--- src/rtl/custom_instr_pkg.sv ---
// rtl/custom_instr_pkg.sv - shared types for the coprocessor X-IF result path
//
// Purpose: result-entry record and per-ID commit state used by the result
// buffer and its FIFO.
// Ports: none (package).
package custom_instr_pkg;

  // Width of the X-IF instruction ID carried inside a buffered result.
  // xif_result_buf's ID_W parameter must match this value.
  localparam int XIF_ID_W = 4;

  typedef struct packed {
    logic [XIF_ID_W-1:0] id;
    logic [31:0]         data;
    logic [4:0]          rd;
    logic                we;
  } xif_res_entry_t;

  typedef enum logic [1:0] {
    NONE      = 2'd0,
    COMMITTED = 2'd1,
    KILLED    = 2'd2
  } commit_state_e;

endpackage

--- src/rtl/xif_result_buf_if.sv ---
// rtl/xif_result_buf_if.sv - result/commit/X-IF result channel bundle
//
// Purpose: groups the execute-side result push, the X-IF commit strobe and
// the X-IF result channel of xif_result_buf.
// Modports:
//   master - environment side: drives res_*_i, commit_*_i, result_ready_i
//   slave  - buffer side: drives res_ready_o, result_*_o, count_o, drop_o
interface xif_result_buf_if #(
  parameter int ID_W  = 4,
  parameter int DEPTH = 4
);
  localparam int CNT_W = $clog2(DEPTH) + 1;

  logic             res_valid_i;
  logic             res_ready_o;
  logic [ID_W-1:0]  res_id_i;
  logic [31:0]      res_data_i;
  logic [4:0]       res_rd_i;
  logic             res_we_i;

  logic             commit_valid_i;
  logic [ID_W-1:0]  commit_id_i;
  logic             commit_kill_i;

  logic             result_valid_o;
  logic             result_ready_i;
  logic [ID_W-1:0]  result_id_o;
  logic [31:0]      result_data_o;
  logic [4:0]       result_rd_o;
  logic             result_we_o;

  logic [CNT_W-1:0] count_o;
  logic             drop_o;

  modport master (
    output res_valid_i, res_id_i, res_data_i, res_rd_i, res_we_i,
    output commit_valid_i, commit_id_i, commit_kill_i,
    output result_ready_i,
    input  res_ready_o, result_valid_o, result_id_o, result_data_o,
    input  result_rd_o, result_we_o, count_o, drop_o
  );

  modport slave (
    input  res_valid_i, res_id_i, res_data_i, res_rd_i, res_we_i,
    input  commit_valid_i, commit_id_i, commit_kill_i,
    input  result_ready_i,
    output res_ready_o, result_valid_o, result_id_o, result_data_o,
    output result_rd_o, result_we_o, count_o, drop_o
  );

endinterface

--- src/rtl/xif_result_buf_res_fifo.sv ---
// rtl/xif_result_buf_res_fifo.sv - synchronous FIFO of buffered result entries
//
// Purpose: in-order storage of xif_res_entry_t; the head entry is visible
// combinationally on rdata_o.
// Ports:
//   clk_i, rst_ni      clock, async active-low reset
//   push_i, wdata_i    write wdata_i at the tail (ignored when full)
//   pop_i              drop the head entry (ignored when empty)
//   rdata_o            current head entry
//   full_o, empty_o    occupancy flags
//   count_o            number of occupied entries
module res_fifo
  import custom_instr_pkg::*;
#(
  parameter int DEPTH = 4,
  localparam int PTR_W = $clog2(DEPTH),
  localparam int CNT_W = PTR_W + 1
) (
  input  logic           clk_i,
  input  logic           rst_ni,
  input  logic           push_i,
  input  xif_res_entry_t wdata_i,
  input  logic           pop_i,
  output xif_res_entry_t rdata_o,
  output logic           full_o,
  output logic           empty_o,
  output logic [CNT_W-1:0] count_o
);

  xif_res_entry_t   mem [DEPTH];
  logic [PTR_W-1:0] wr_ptr;
  logic [PTR_W-1:0] rd_ptr;
  logic [CNT_W-1:0] count;
  logic             do_push;
  logic             do_pop;

  assign full_o  = (count == CNT_W'(DEPTH));
  assign empty_o = (count == '0);
  assign do_push = push_i && !full_o;
  assign do_pop  = pop_i && !empty_o;
  assign rdata_o = mem[rd_ptr];
  assign count_o = count;

  // Storage needs no reset; only entries below count are ever read out.
  always_ff @(posedge clk_i) begin
    if (do_push) begin
      mem[wr_ptr] <= wdata_i;
    end
  end

  // Pointers are exactly log2(DEPTH) bits and wrap on overflow.
  always_ff @(posedge clk_i or negedge rst_ni) begin
    if (!rst_ni) begin
      wr_ptr <= '0;
      rd_ptr <= '0;
      count  <= '0;
    end else begin
      if (do_push) begin
        wr_ptr <= wr_ptr + PTR_W'(1);
      end
      if (do_pop) begin
        rd_ptr <= rd_ptr + PTR_W'(1);
      end
      case ({do_push, do_pop})
        2'b10:   count <= count + CNT_W'(1);
        2'b01:   count <= count - CNT_W'(1);
        default: count <= count;
      endcase
    end
  end

endmodule

--- src/rtl/xif_result_buf.sv ---
// rtl/xif_result_buf.sv - commit-gated result buffer driving the X-IF result channel
//
// Purpose: buffers finished results in push order, tracks commit/kill per
// instruction ID, emits a result only after its ID is committed and silently
// discards results of killed IDs.
// Ports:
//   clk_i   clock
//   rst_ni  async active-low reset
//   xif     slave side of xif_result_buf_if (result push, commit strobe,
//           X-IF result channel, count_o, drop_o)
module xif_result_buf
  import custom_instr_pkg::*;
#(
  parameter int DEPTH = 4,
  parameter int ID_W  = XIF_ID_W
) (
  input  logic            clk_i,
  input  logic            rst_ni,
  xif_result_buf_if.slave xif
);

  localparam int NIDS  = 2 ** ID_W;
  localparam int CNT_W = $clog2(DEPTH) + 1;

  commit_state_e    state_q [NIDS];

  xif_res_entry_t   push_entry;
  xif_res_entry_t   head;
  logic             full;
  logic             empty;
  logic [CNT_W-1:0] count;
  logic             push;
  logic             pop;
  logic             hs_pop;
  logic             kill_pop;
  logic             head_commit;
  logic [ID_W-1:0]  head_id;
  commit_state_e    head_state;

  logic             out_valid_q;
  logic [ID_W-1:0]  out_id_q;
  logic [31:0]      out_data_q;
  logic [4:0]       out_rd_q;
  logic             out_we_q;
  logic             drop_q;

  // No full-bypass: a pop in the same cycle does not make room for a push.
  assign push = xif.res_valid_i && !full;

  assign push_entry.id   = xif.res_id_i;
  assign push_entry.data = xif.res_data_i;
  assign push_entry.rd   = xif.res_rd_i;
  assign push_entry.we   = xif.res_we_i;

  res_fifo #(
    .DEPTH (DEPTH)
  ) u_res_fifo (
    .clk_i   (clk_i),
    .rst_ni  (rst_ni),
    .push_i  (push),
    .wdata_i (push_entry),
    .pop_i   (pop),
    .rdata_o (head),
    .full_o  (full),
    .empty_o (empty),
    .count_o (count)
  );

  assign head_id    = head.id;
  assign head_state = state_q[head_id];

  // The head is only evaluated while no result is on offer, so an offered
  // result stays put until the core takes it. A commit landing in the same
  // cycle is seen through state_q on the following evaluation.
  assign hs_pop      = out_valid_q && xif.result_ready_i;
  assign head_commit = !out_valid_q && !empty && (head_state == COMMITTED);
  assign kill_pop    = !out_valid_q && !empty && (head_state == KILLED);
  assign pop         = hs_pop || kill_pop;

  // Commit table. A repeated commit/kill for a decided ID is ignored, except
  // when that ID is being cleared by a pop in the same cycle: then the ID has
  // been reused by a new instruction and its commit must not be lost.
  always_ff @(posedge clk_i or negedge rst_ni) begin
    if (!rst_ni) begin
      for (int i = 0; i < NIDS; i++) begin
        state_q[i] <= NONE;
      end
    end else begin
      for (int i = 0; i < NIDS; i++) begin
        if (xif.commit_valid_i && (xif.commit_id_i == ID_W'(i)) &&
            ((state_q[i] == NONE) || (pop && (head_id == ID_W'(i))))) begin
          state_q[i] <= xif.commit_kill_i ? KILLED : COMMITTED;
        end else if (pop && (head_id == ID_W'(i))) begin
          state_q[i] <= NONE;
        end
      end
    end
  end

  // Registered result channel and drop pulse.
  always_ff @(posedge clk_i or negedge rst_ni) begin
    if (!rst_ni) begin
      out_valid_q <= 1'b0;
      out_id_q    <= '0;
      out_data_q  <= '0;
      out_rd_q    <= '0;
      out_we_q    <= 1'b0;
      drop_q      <= 1'b0;
    end else begin
      drop_q <= kill_pop;
      if (hs_pop) begin
        out_valid_q <= 1'b0;
        out_id_q    <= '0;
        out_data_q  <= '0;
        out_rd_q    <= '0;
        out_we_q    <= 1'b0;
      end else if (head_commit) begin
        out_valid_q <= 1'b1;
        out_id_q    <= head_id;
        out_data_q  <= head.data;
        out_rd_q    <= head.rd;
        out_we_q    <= head.we;
      end
    end
  end

  assign xif.res_ready_o    = !full;
  assign xif.result_valid_o = out_valid_q;
  assign xif.result_id_o    = out_id_q;
  assign xif.result_data_o  = out_data_q;
  assign xif.result_rd_o    = out_rd_q;
  assign xif.result_we_o    = out_we_q;
  assign xif.count_o        = count;
  assign xif.drop_o         = drop_q;

endmodule

--- src/flat_wrapper.sv ---
// flat-port wrapper written by rule: the top's interface ports become plain ports
module xif_result_buf_flat import custom_instr_pkg::*;
#(
  parameter int DEPTH = 4,
  parameter int ID_W  = XIF_ID_W
)
  (clk_i, rst_ni, xif_res_valid_i, xif_res_id_i, xif_res_data_i, xif_res_rd_i, xif_res_we_i, xif_commit_valid_i, xif_commit_id_i, xif_commit_kill_i, xif_result_ready_i, xif_res_ready_o, xif_result_valid_o, xif_result_id_o, xif_result_data_o, xif_result_rd_o, xif_result_we_o, xif_count_o, xif_drop_o);
  xif_result_buf_if #(.ID_W(ID_W), .DEPTH(DEPTH)) xif_i ();
  input  logic clk_i;
  input  logic rst_ni;
  input wire logic [$bits(xif_i.res_valid_i)-1:0] xif_res_valid_i;
  input wire logic [$bits(xif_i.res_id_i)-1:0] xif_res_id_i;
  input wire logic [$bits(xif_i.res_data_i)-1:0] xif_res_data_i;
  input wire logic [$bits(xif_i.res_rd_i)-1:0] xif_res_rd_i;
  input wire logic [$bits(xif_i.res_we_i)-1:0] xif_res_we_i;
  input wire logic [$bits(xif_i.commit_valid_i)-1:0] xif_commit_valid_i;
  input wire logic [$bits(xif_i.commit_id_i)-1:0] xif_commit_id_i;
  input wire logic [$bits(xif_i.commit_kill_i)-1:0] xif_commit_kill_i;
  input wire logic [$bits(xif_i.result_ready_i)-1:0] xif_result_ready_i;
  output wire logic [$bits(xif_i.res_ready_o)-1:0] xif_res_ready_o;
  output wire logic [$bits(xif_i.result_valid_o)-1:0] xif_result_valid_o;
  output wire logic [$bits(xif_i.result_id_o)-1:0] xif_result_id_o;
  output wire logic [$bits(xif_i.result_data_o)-1:0] xif_result_data_o;
  output wire logic [$bits(xif_i.result_rd_o)-1:0] xif_result_rd_o;
  output wire logic [$bits(xif_i.result_we_o)-1:0] xif_result_we_o;
  output wire logic [$bits(xif_i.count_o)-1:0] xif_count_o;
  output wire logic [$bits(xif_i.drop_o)-1:0] xif_drop_o;
  assign xif_i.res_valid_i = xif_res_valid_i;
  assign xif_i.res_id_i = xif_res_id_i;
  assign xif_i.res_data_i = xif_res_data_i;
  assign xif_i.res_rd_i = xif_res_rd_i;
  assign xif_i.res_we_i = xif_res_we_i;
  assign xif_i.commit_valid_i = xif_commit_valid_i;
  assign xif_i.commit_id_i = xif_commit_id_i;
  assign xif_i.commit_kill_i = xif_commit_kill_i;
  assign xif_i.result_ready_i = xif_result_ready_i;
  assign xif_res_ready_o = xif_i.res_ready_o;
  assign xif_result_valid_o = xif_i.result_valid_o;
  assign xif_result_id_o = xif_i.result_id_o;
  assign xif_result_data_o = xif_i.result_data_o;
  assign xif_result_rd_o = xif_i.result_rd_o;
  assign xif_result_we_o = xif_i.result_we_o;
  assign xif_count_o = xif_i.count_o;
  assign xif_drop_o = xif_i.drop_o;
  xif_result_buf #(.DEPTH(DEPTH), .ID_W(ID_W)) u_core (.clk_i(clk_i), .rst_ni(rst_ni), .xif(xif_i));
endmodule
--- config.mk ---
export PLATFORM = sky130hd
export DESIGN_NAME = xif_result_buf_flat
export DESIGN_NICKNAME = d
export VERILOG_FILES = /design/src/rtl/custom_instr_pkg.sv /design/src/rtl/xif_result_buf_if.sv /design/src/rtl/xif_result_buf_res_fifo.sv /design/src/rtl/xif_result_buf.sv /design/src/flat_wrapper.sv
export SDC_FILE = /design/constraint.sdc
export NUM_CORES = 1
export LEC_CHECK = 0
export ABC_AREA = 1
export CAP_MARGIN = 20
export CORE_MARGIN = 5
export CORE_UTILIZATION = 50
export CTS_BUF_LIST = sky130_fd_sc_hd__clkbuf_16
export DETAILED_ROUTE_END_ITERATION = 8
export PLACE_DENSITY_LB_ADDON = 0.15
export SLEW_MARGIN = 20
export SYNTH_ARGS = -nofsm -noshare
export SYNTH_HDL_FRONTEND = slang
export SYNTH_SLANG_ARGS = --single-unit
--- constraint.sdc ---
create_clock -name clk_i -period 2.6 [get_ports clk_i]
set_input_delay 0.52 -clock clk_i [delete_from_list [all_inputs] [get_ports clk_i]]
set_output_delay 0.52 -clock clk_i [all_outputs]
set_load 0.02 [all_outputs]
==> insert_results.sql, run 1 <==
INSERT INTO impl_metrics (metric_group, metric, value, unit) VALUES
('timing', 'setup_tns', '-0.116', 'ns'),
('routing', 'met1Wirelength', '10.3', 'mm'),
('synthesis', 'synth_enable_flop_cells', '168', ''),
('synthesis', 'syn_inst', '994', ''),
('routing', 'final_antenna_net_count', '0', ''),
('worst_setup_path', 'crit_required', '3.02', 'ns'),
('synthesis', 'mappedNetlistNets', '1052', ''),
('synthesis', 'yosys.area.top_type_share', '0.475', ''),
('timing', 'setup-violations-final', '1', ''),
('timing', 'final_hold_violating_endpoints', '0', ''),
('routing', 'route.met2.wl', '12.5', 'mm'),
('timing', 'max_slew.worst_pin.slew', '0.612', 'ns'),
('worst_setup_path', 'cp.arrival', '3.14', 'ns'),
('power_and_ir_drop', 'power.ir.vdd_worst', '0.689', 'mV'),
('floorplanning', 'die_width', '156', 'um'),
('floorplanning', 'initial_core_util', '0.507', ''),
('timing', 'period_share', '1.04', ''),
('worst_setup_path', 'criticalPathCategory', 'flop to flop', ''),
('final_layout', 'post_route_cells_drive_above_1_share', '0.141', ''),
('timing', 'unrepaired_setup_endpoints_after_global_routing', 'true', ''),
('power_and_ir_drop', 'power.leakage', '5.49', 'nW'),
('timing', 'worst_slack', '-0.116', 'ns'),
('clock_tree', 'cts.sink_count', '251', ''),
('final_layout', 'filler_cell_count', '1737', ''),
('final_layout', 'final_design_area_no_fill', '13100', 'um2'),
('worst_setup_path', 'cp_max_fo', '5', ''),
('synthesis', 'synth_top_area_cell', 'sky130_fd_sc_hd__edfxtp_1', ''),
('floorplanning', 'dieHeight', '156', 'um'),
('synthesis', 'synth.lib_cells_used.distinct', '27', ''),
('routing', 'routed_wire_length_per_instance', '17.4', 'um'),
('routing', 'detail_route.vias_per_cell', '5.26', ''),
('synthesis', 'ys_ff_latch', '251', ''),
('synthesis', 'syn_avg_cell_area', '10.7', 'um2'),
('clock_tree', 'cts-buffers-inserted', '26', ''),
('floorplanning', 'rows', '53', ''),
('timing', 'hold_slack', '0.467', 'ns'),
('synthesis', 'yosysSeqAreaShare', '0.670', ''),
('floorplanning', 'io_pins', '100', ''),
('run_status', 'failed_checks', 'setup timing', ''),
('floorplanning', 'core_area', '21000', 'um2'),
('synthesis', 'post_synthesis_instance_area', '10600', 'um2'),
('routing', 'num_vias', '7507', ''),
('worst_setup_path', 'setup.worst_path.end_class', 'flop', ''),
('power_and_ir_drop', 'power-per-cell-area', '1320', 'nW/um2'),
('synthesis', 'yosysWarningCount', '0', ''),
('clock_tree', 'clkSlewWorstSetupHoldPaths', '0.06', 'ns'),
('final_layout', 'syn_to_final_growth', '23.6', '%'),
('final_layout', 'final_net_count', '1189', ''),
('worst_setup_path', 'rrSetupSlack', '-0.12', 'ns'),
('global_route', 'grt_max_degree', '43', ''),
('timing', 'post-route-min-period', '2.72', 'ns'),
('timing', 'clock.fmax', '368', 'MHz'),
('clock_tree', 'cts_tree', 'built', ''),
('floorplanning', 'floorplan.die_area', '24300', 'um2'),
('routing', 'detailedRoute.firstIterationViolations', '383', ''),
('global_route', 'first_global_vias', '7675', ''),
('clock_tree', 'worstSkewPairLatency', '0.54', 'ns'),
('routing', 'detailroute.wirelength.met3', '1.24', 'mm'),
('global_route', 'gr-total-overflow', '0', ''),
('global_route', 'first_pass_grt_wire_length', '40.4', 'mm'),
('global_route', 'grtUsageTotal', '0.209', ''),
('placement', 'numPortBuffers', '99', ''),
('final_layout', 'antenna_cells', '0', ''),
('run_status', 'result_of_the_run', 'complete, but fails checks', ''),
('routing', 'drc', '0', ''),
('timing', 'finalClockSkew', '0.0149', 'ns'),
('routing', 'first_pass_iters', '5', ''),
('routing', 'postRouteWirelength', '24.8', 'mm'),
('synthesis', 'ys.flop_type', 'sky130_fd_sc_hd__edfxtp_1', ''),
('routing', 'top_layer', 'met5', ''),
('clock_tree', 'clk_path_buf_depth', '3', '');
## cell type report
cell class / instances / area, um2 / share of cell area
sequential: 251 / 7120 / 0.542
multi-input combinational: 651 / 3170 / 0.242
timing repair buffer: 159 / 1540 / 0.117
clock buffer: 26 / 651 / 0.0495
tap: 275 / 344 / 0.0262
inverter: 42 / 165 / 0.0126
clock inverter: 22 / 141 / 0.0108
## worst max-delay path, cell delays in order (launching register included)
cell                      delay (ns)
sky130_fd_sc_hd__dfrtp_2        0.44
sky130_fd_sc_hd__buf_6          0.14
sky130_fd_sc_hd__nand2_4        0.07
sky130_fd_sc_hd__nand3_4        0.11
sky130_fd_sc_hd__buf_4          0.19
sky130_fd_sc_hd__nand3_1        0.09
sky130_fd_sc_hd__nand2_1        0.06
sky130_fd_sc_hd__nand2_1        0.05
sky130_fd_sc_hd__nand2_1        0.04
sky130_fd_sc_hd__nand2_1        0.05
sky130_fd_sc_hd__nand2_1        0.06
sky130_fd_sc_hd__nor2_2         0.14
sky130_fd_sc_hd__nand3_2        0.11
sky130_fd_sc_hd__nand2_4        0.09
sky130_fd_sc_hd__nand2_4        0.05
sky130_fd_sc_hd__inv_4          0.06
sky130_fd_sc_hd__ha_4           0.12
sky130_fd_sc_hd__inv_2          0.03
sky130_fd_sc_hd__fa_2           0.34
sky130_fd_sc_hd__a21oi_2        0.14
sky130_fd_sc_hd__o21ai_1        0.08
sky130_fd_sc_hd__xor2_1         0.14
## worst paths after layout
check / from / end / cells after the start
max in group asynchronous: rst_ni / u_core.state_q[17]$_DFFE_PN0P_ / 3
hold / removal: rst_ni / u_core.xif.result_rd_o[0]$_DFFE_PN0P_ / 2
setup reg to reg: u_core.u_res_fifo.rd_ptr[0]$_DFFE_PN0P_ / u_core.u_res_fifo.count_o[2]$_DFFE_PN0P_ / 21
min in group clk_i: u_core.xif.result_data_o[9]$_DFFE_PN0P_ / u_core.xif.result_data_o[9]$_DFFE_PN0P_ / 2
setup / recovery: u_core.u_res_fifo.rd_ptr[0]$_DFFE_PN0P_ / u_core.u_res_fifo.count_o[2]$_DFFE_PN0P_ / 21
hold reg to reg: u_core.xif.result_data_o[9]$_DFFE_PN0P_ / u_core.xif.result_data_o[9]$_DFFE_PN0P_ / 2
## metrics by stage
stage               power (mW)  cells  setup slack, ns  utilization
global route              18.6   1426           -0.318        0.627
global placement          13.5   1372           -0.183        0.583
finish                    17.4   1426           -0.116        0.627
CTS                       17.4   1425           -0.134        0.626
detailed placement        13.7   1372           -0.325        0.583
floorplan                 10.9    994           -0.667            -
## flip-flops by register name, indices dropped and copies added, names as in the netlist, 2 cells and up
name / count
u_core.u_res_fifo.mem: 168
u_core.u_res_fifo.rd_ptr: 2
u_core.xif.result_rd_o: 5
u_core.xif.result_data_o: 32
u_core.u_res_fifo.count_o: 3
u_core.state_q: 32
u_core.u_res_fifo.wr_ptr: 2
u_core.xif.result_id_o: 4
## repair_timing
action	4_1_cts	5_1_grt
setup endpoints to repair	3	23
resized for setup	23	3
gates cloned	2	0
setup buffers	2	1
pin swaps	9	8
hold buffers	1	0
endpoints found under the hold margin	27	0
## logic make-up (layout without fill, tap and decap cells)
family,after synthesis,count (layout),synth area share
compound gates,124,124,0.0629
xor+xnor,4,4,0.00330
fa+ha+maj,6,6,0.00777
buf+inv,92,249,0.0405
flops,251,251,0.670
simple gates,517,517,0.215
## where the power goes
group          internal [mW]  switching [mW]  leakage, nW
registers               5.43           0.504         2.60
clock network           1.92            1.49        0.415
logic                   3.16            4.85         2.47
total                   10.5            6.84         5.49
## per-layer routing
layer	vias up	GRT usage
met5	-	0
met4	4	0.0617
met3	51	0.0380
met2	198	0.363
met1	3605	0.269
li1	3649	-
## layout by cell type (no fill, tap or decap), drive strengths merged, types with 5 or more instances in the layout
cell           instances
or2                   16
o22ai                 38
o21ai                 84
nand2                275
clkdlybuf4s50         98
buf                   60
nor2                 113
inv                   49
clkbuf                26
ha                     5
edfxtp               168
nor3                   6
dfrtp                 83
nand3                101
nand3b                 6
clkinv                14
No activity file was read; power rests on OpenSTA's default activity.
==> run 2: changes to the inputs <==
--- a/config.mk
+++ b/config.mk
@@ -10,9 +10,10 @@
 export CORE_MARGIN = 5
 export CORE_UTILIZATION = 50
 export CTS_BUF_LIST = sky130_fd_sc_hd__clkbuf_16
+export CTS_CLUSTER_DIAMETER = 100
 export DETAILED_ROUTE_END_ITERATION = 8
 export PLACE_DENSITY_LB_ADDON = 0.15
-export SLEW_MARGIN = 20
+export SLEW_MARGIN = 30
 export SYNTH_ARGS = -nofsm -noshare
 export SYNTH_HDL_FRONTEND = slang
 export SYNTH_SLANG_ARGS = --single-unit
==> results of run 2 <==
Final layout, timing and power as in run 1 (identical DEF).
==> run 3: changes to the inputs <==
--- a/config.mk
+++ b/config.mk
@@ -12,6 +12,7 @@
 export CTS_BUF_LIST = sky130_fd_sc_hd__clkbuf_16
 export CTS_CLUSTER_DIAMETER = 100
 export DETAILED_ROUTE_END_ITERATION = 8
+export GPL_TIMING_DRIVEN = 0
 export PLACE_DENSITY_LB_ADDON = 0.15
 export SLEW_MARGIN = 30
 export SYNTH_ARGS = -nofsm -noshare
==> run 3 against run 2 <==
Net effect: the run still ends with setup timing left; wire length up 8.3%; worst hold slack worse by 0.14 ns; via count up 4.8%; flip-flop and latch count unchanged; combinational power up 19%; critical path depth up 1; core utilization up 2.5 points; sequential power down 0.7%; final cell count up 2.1%; fmax down 5.9%; critical path type unchanged; largest cell class unchanged.
==> insert_results.sql, run 3 (synthesized netlist as in run 1, its figures left out) <==
INSERT INTO impl_metrics (metric_group, metric, value, unit) VALUES
('timing', 'period_share', '1.11', ''),
('clock_tree', 'cts.sink_count', '251', ''),
('power_and_ir_drop', 'pwr-share-seq', '0.310', ''),
('final_layout', 'post_route_cells_drive_above_1_share', '0.152', ''),
('worst_setup_path', 'criticalPathCategory', 'flop to flop', ''),
('routing', 'detailedRoute.firstIterationViolations', '579', ''),
('timing', 'max_slew.worst_pin.slew', '0.608', 'ns'),
('placement', 'gp_routability_congestion', '0.868', ''),
('min_path', 'hold_path_class', 'primary input to flop', ''),
('timing', 'worst_slack', '-0.285', 'ns'),
('global_route', 'grtUsageTotal', '0.218', ''),
('worst_setup_path', 'critical_path.endpoint', 'u_core.u_res_fifo.count_o[2]$_DFFE_PN0P_', ''),
('final_layout', 'largest_register_ff_count', '168', ''),
('final_layout', 'mostFrequentLayoutCells', '237 x sky130_fd_sc_hd__nand2_1, 168 x sky130_fd_sc_hd__edfxtp_1, 103 x sky130_fd_sc_hd__nor2_1', ''),
('worst_setup_path', 'timing.critical_path.slowest_cell_delay', '0.46', 'ns'),
('power_and_ir_drop', 'power.combinational.fraction', '0.502', ''),
('timing', 'post-route-min-period', '2.89', 'ns'),
('clock_tree', 'clkSlewWorstSetupHoldPaths', '0.07', 'ns'),
('floorplanning', 'floorplan.die_area', '24300', 'um2'),
('placement', 'dp.final_hpwl', '17.2', 'mm'),
('floorplanning', 'rows', '53', ''),
('floorplanning', 'die_width', '156', 'um'),
('routing', 'final_antenna_net_count', '0', ''),
('timing', 'clock.fmax', '347', 'MHz'),
('worst_setup_path', 'ff2ff_path_depth', '22', ''),
('worst_setup_path', 'worstReg2RegStart', 'u_core.u_res_fifo.rd_ptr[0]$_DFFE_PN0P_', ''),
('worst_setup_path', 'crit_required', '3.02', 'ns'),
('worst_setup_path', 'cp_max_fo', '10', ''),
('power_and_ir_drop', 'power.internal', '11.5', 'mW'),
('routing', 'drc', '0', ''),
('routing', 'first_pass_iters', '6', ''),
('run', 'timing.max_cap.violations', '0', ''),
('worst_setup_path', 'crit_start', 'u_core.u_res_fifo.rd_ptr[0]$_DFFE_PN0P_', ''),
('global_route', 'grt_max_degree', '49', ''),
('clock_tree', 'cts_tree', 'built', ''),
('final_layout', 'top_register', 'u_core.u_res_fifo.mem', ''),
('worst_setup_path', 'cp-start-kind', 'flop', ''),
('final_layout', 'filler_cell_count', '1698', ''),
('clock_tree', 'clk_path_buf_depth', '3', ''),
('worst_setup_path', 'rrSetupSlack', '-0.29', 'ns'),
('routing', 'num_vias', '7869', ''),
('final_layout', 'syn_to_final_growth', '28.4', '%'),
('global_route', 'first_global_vias', '7907', ''),
('run_status', 'result_of_the_run', 'complete, but fails checks', ''),
('worst_setup_path', 'critical_path.reg2reg.endpoint', 'u_core.u_res_fifo.count_o[2]$_DFFE_PN0P_', ''),
('global_route', 'antenna_violations_before_repair', '0', ''),
('power_and_ir_drop', 'power.ir.vdd_worst', '0.717', 'mV'),
('floorplanning', 'io_pins', '100', ''),
('power_and_ir_drop', 'pwr-share-clk', '0.188', ''),
('final_layout', 'mostFrequentLayoutCell', 'sky130_fd_sc_hd__nand2_1', ''),
('timing', 'final_hold_violating_endpoints', '0', ''),
('final_layout', 'final_net_count', '1219', ''),
('worst_setup_path', 'cp.arrival', '3.31', 'ns'),
('clock_tree', 'clock_tree.htree_level_count', '1', ''),
('floorplanning', 'dieHeight', '156', 'um'),
('routing', 'detail_route.vias_per_cell', '5.40', ''),
('timing', 'finalMaxSlewViolations', '0', ''),
('global_route', 'first_pass_grt_wire_length', '42.1', 'mm'),
('timing', 'setup-violations-final', '41', ''),
('timing', 'finalClockSkew', '0.0106', 'ns'),
('clock_tree', 'worstSkewPairLatency', '0.54', 'ns'),
('timing', 'unrepaired_setup_endpoints_after_global_routing', 'true', ''),
('placement', 'numPortBuffers', '98', ''),
('floorplanning', 'core_area', '21000', 'um2'),
('clock_tree', 'cts-buffers-inserted', '26', ''),
('global_route', 'gr-total-overflow', '0', ''),
('worst_setup_path', 'timing.critical_path.cells', 'inv_4 > nand2_4 > nand3_4 > nand2_8 > buf_8 > nand2_1 > nand2_1 > nand2_2 > nand2_1 > nand2_1 > nand2_1 > nor2_2 > nand3_2 > nand2_4 > nand2_4 > inv_4 > ha_4 > inv_4 > fa_2 > a21oi_2 > o21ai_1 > xor2_1', ''),
('run_status', 'failed_checks', 'setup timing', ''),
('timing', 'setup_tns', '-4.10', 'ns'),
('power_and_ir_drop', 'power_switching', '7.54', 'mW'),
('routing', 'postRouteWirelength', '26.8', 'mm'),
('worst_setup_path', 'critPathSlowestCell', 'sky130_fd_sc_hd__dfrtp_2', ''),
('power_and_ir_drop', 'switching_power_as_a_share_of_total_power', '0.396', ''),
('power_and_ir_drop', 'power.leakage', '5.68', 'nW'),
('clock_tree', 'cts_root_buffer', 'sky130_fd_sc_hd__clkbuf_16', ''),
('power_and_ir_drop', 'power-per-cell-area', '1400', 'nW/um2'),
('worst_setup_path', 'critPathMostFrequentCell', 'sky130_fd_sc_hd__nand2_1', ''),
('power_and_ir_drop', 'power', '19.1', 'mW'),
('final_layout', 'antenna_cells', '0', ''),
('worst_setup_path', 'setup.worst_path.end_class', 'flop', ''),
('floorplanning', 'initial_core_util', '0.507', ''),
('timing', 'relSlewSlack', '0.595', ''),
('routing', 'routed_wire_length_per_instance', '18.4', 'um');
run 3: worst min path at each step:
stage / start / end / slack (ns) / cells past startpoint
final: xif_commit_kill_i / u_core.state_q[25]$_DFFE_PN0P_ / 0.32 / 3
after global routing: xif_commit_kill_i / u_core.state_q[25]$_DFFE_PN0P_ / 0.33 / 3
after CTS: xif_commit_kill_i / u_core.state_q[25]$_DFFE_PN0P_ / 0.31 / 3
after detailed placement: rst_ni / u_core.state_q[31]$_DFFE_PN0P_ / 0.45 / 1
after global placement: u_core.state_q[17]$_DFFE_PN0P_ / u_core.state_q[17]$_DFFE_PN0P_ / 0.48 / 2
after floorplan: rst_ni / u_core.state_q[0]$_DFFE_PN0P_ / 0.22 / 0
run 3: repair_timing:
| action | CTS | global route |
|---|---|---|
| cloned | 1 | 3 |
| endpoints found under the setup margin | 3 | 51 |
| hold buffers | 1 | 0 |
| buffers inserted | 20 | 8 |
| endpoints found under the hold margin | 35 | 0 |
| gates resized for setup | 43 | 35 |
| pin swaps | 9 | 8 |
run 3: final cells by class:
class / count / area, um2 / area share
Buffer: 50 / 359 / 0.0263
Clock buffer: 26 / 651 / 0.0477
Clock inverter: 22 / 176 / 0.0129
Inverter: 42 / 175 / 0.0128
Multi-Input combinational cell: 651 / 3260 / 0.239
Sequential cell: 251 / 7120 / 0.522
Tap cell: 275 / 344 / 0.0252
Timing Repair Buffer: 139 / 1570 / 0.115
run 3: power by group through the flow:
stage | combinational, mW | sequential (mW) | clock [mW]
floorplan | 4.71 | 6.24 | 0
global placement | 7.32 | 6.01 | 0
detailed placement | 7.72 | 5.95 | 0
CTS | 8.70 | 5.90 | 3.63
global route | 10.4 | 6.00 | 3.80
finish | 9.57 | 5.90 | 3.58
run 3: metrics by stage:
| stage | cells | hold slack (ns) | worst slack [ns] | utilization | cell area [um2] |
|---|---|---|---|---|---|
| 2_1_floorplan | 994 | 0.224 | -0.667 | - | 10600 |
| 3_3_place_gp | 1367 | 0.478 | -2.37 | 0.571 | 12000 |
| 3_5_place_dp | 1376 | 0.455 | -0.678 | 0.584 | 12200 |
| 4_1_cts | 1446 | 0.310 | -0.213 | 0.639 | 13400 |
| 5_1_grt | 1456 | 0.331 | -0.416 | 0.651 | 13700 |
| 6_report | 1456 | 0.323 | -0.285 | 0.651 | 13700 |
run 3: worst max-delay path, delay by kind of cell, from the launching register on:
family / cells / cell delay (ns)
AND/OR/NAND/NOR: 13 / 1.06
adder cells (fa/ha/maj): 2 / 0.50
flip-flops: 1 / 0.46
buffers and inverters: 4 / 0.39
AO/OA/AOI/OAI: 2 / 0.20
XOR/XNOR: 1 / 0.14
run 3: layer usage:
layer	GRT usage	vias up	part of all wire
li1	-	3718	-
met4	0.0688	0	0.028
met5	0	-	0
met1	0.290	3820	0.42
met3	0.0336	63	0.058
met2	0.371	268	0.50
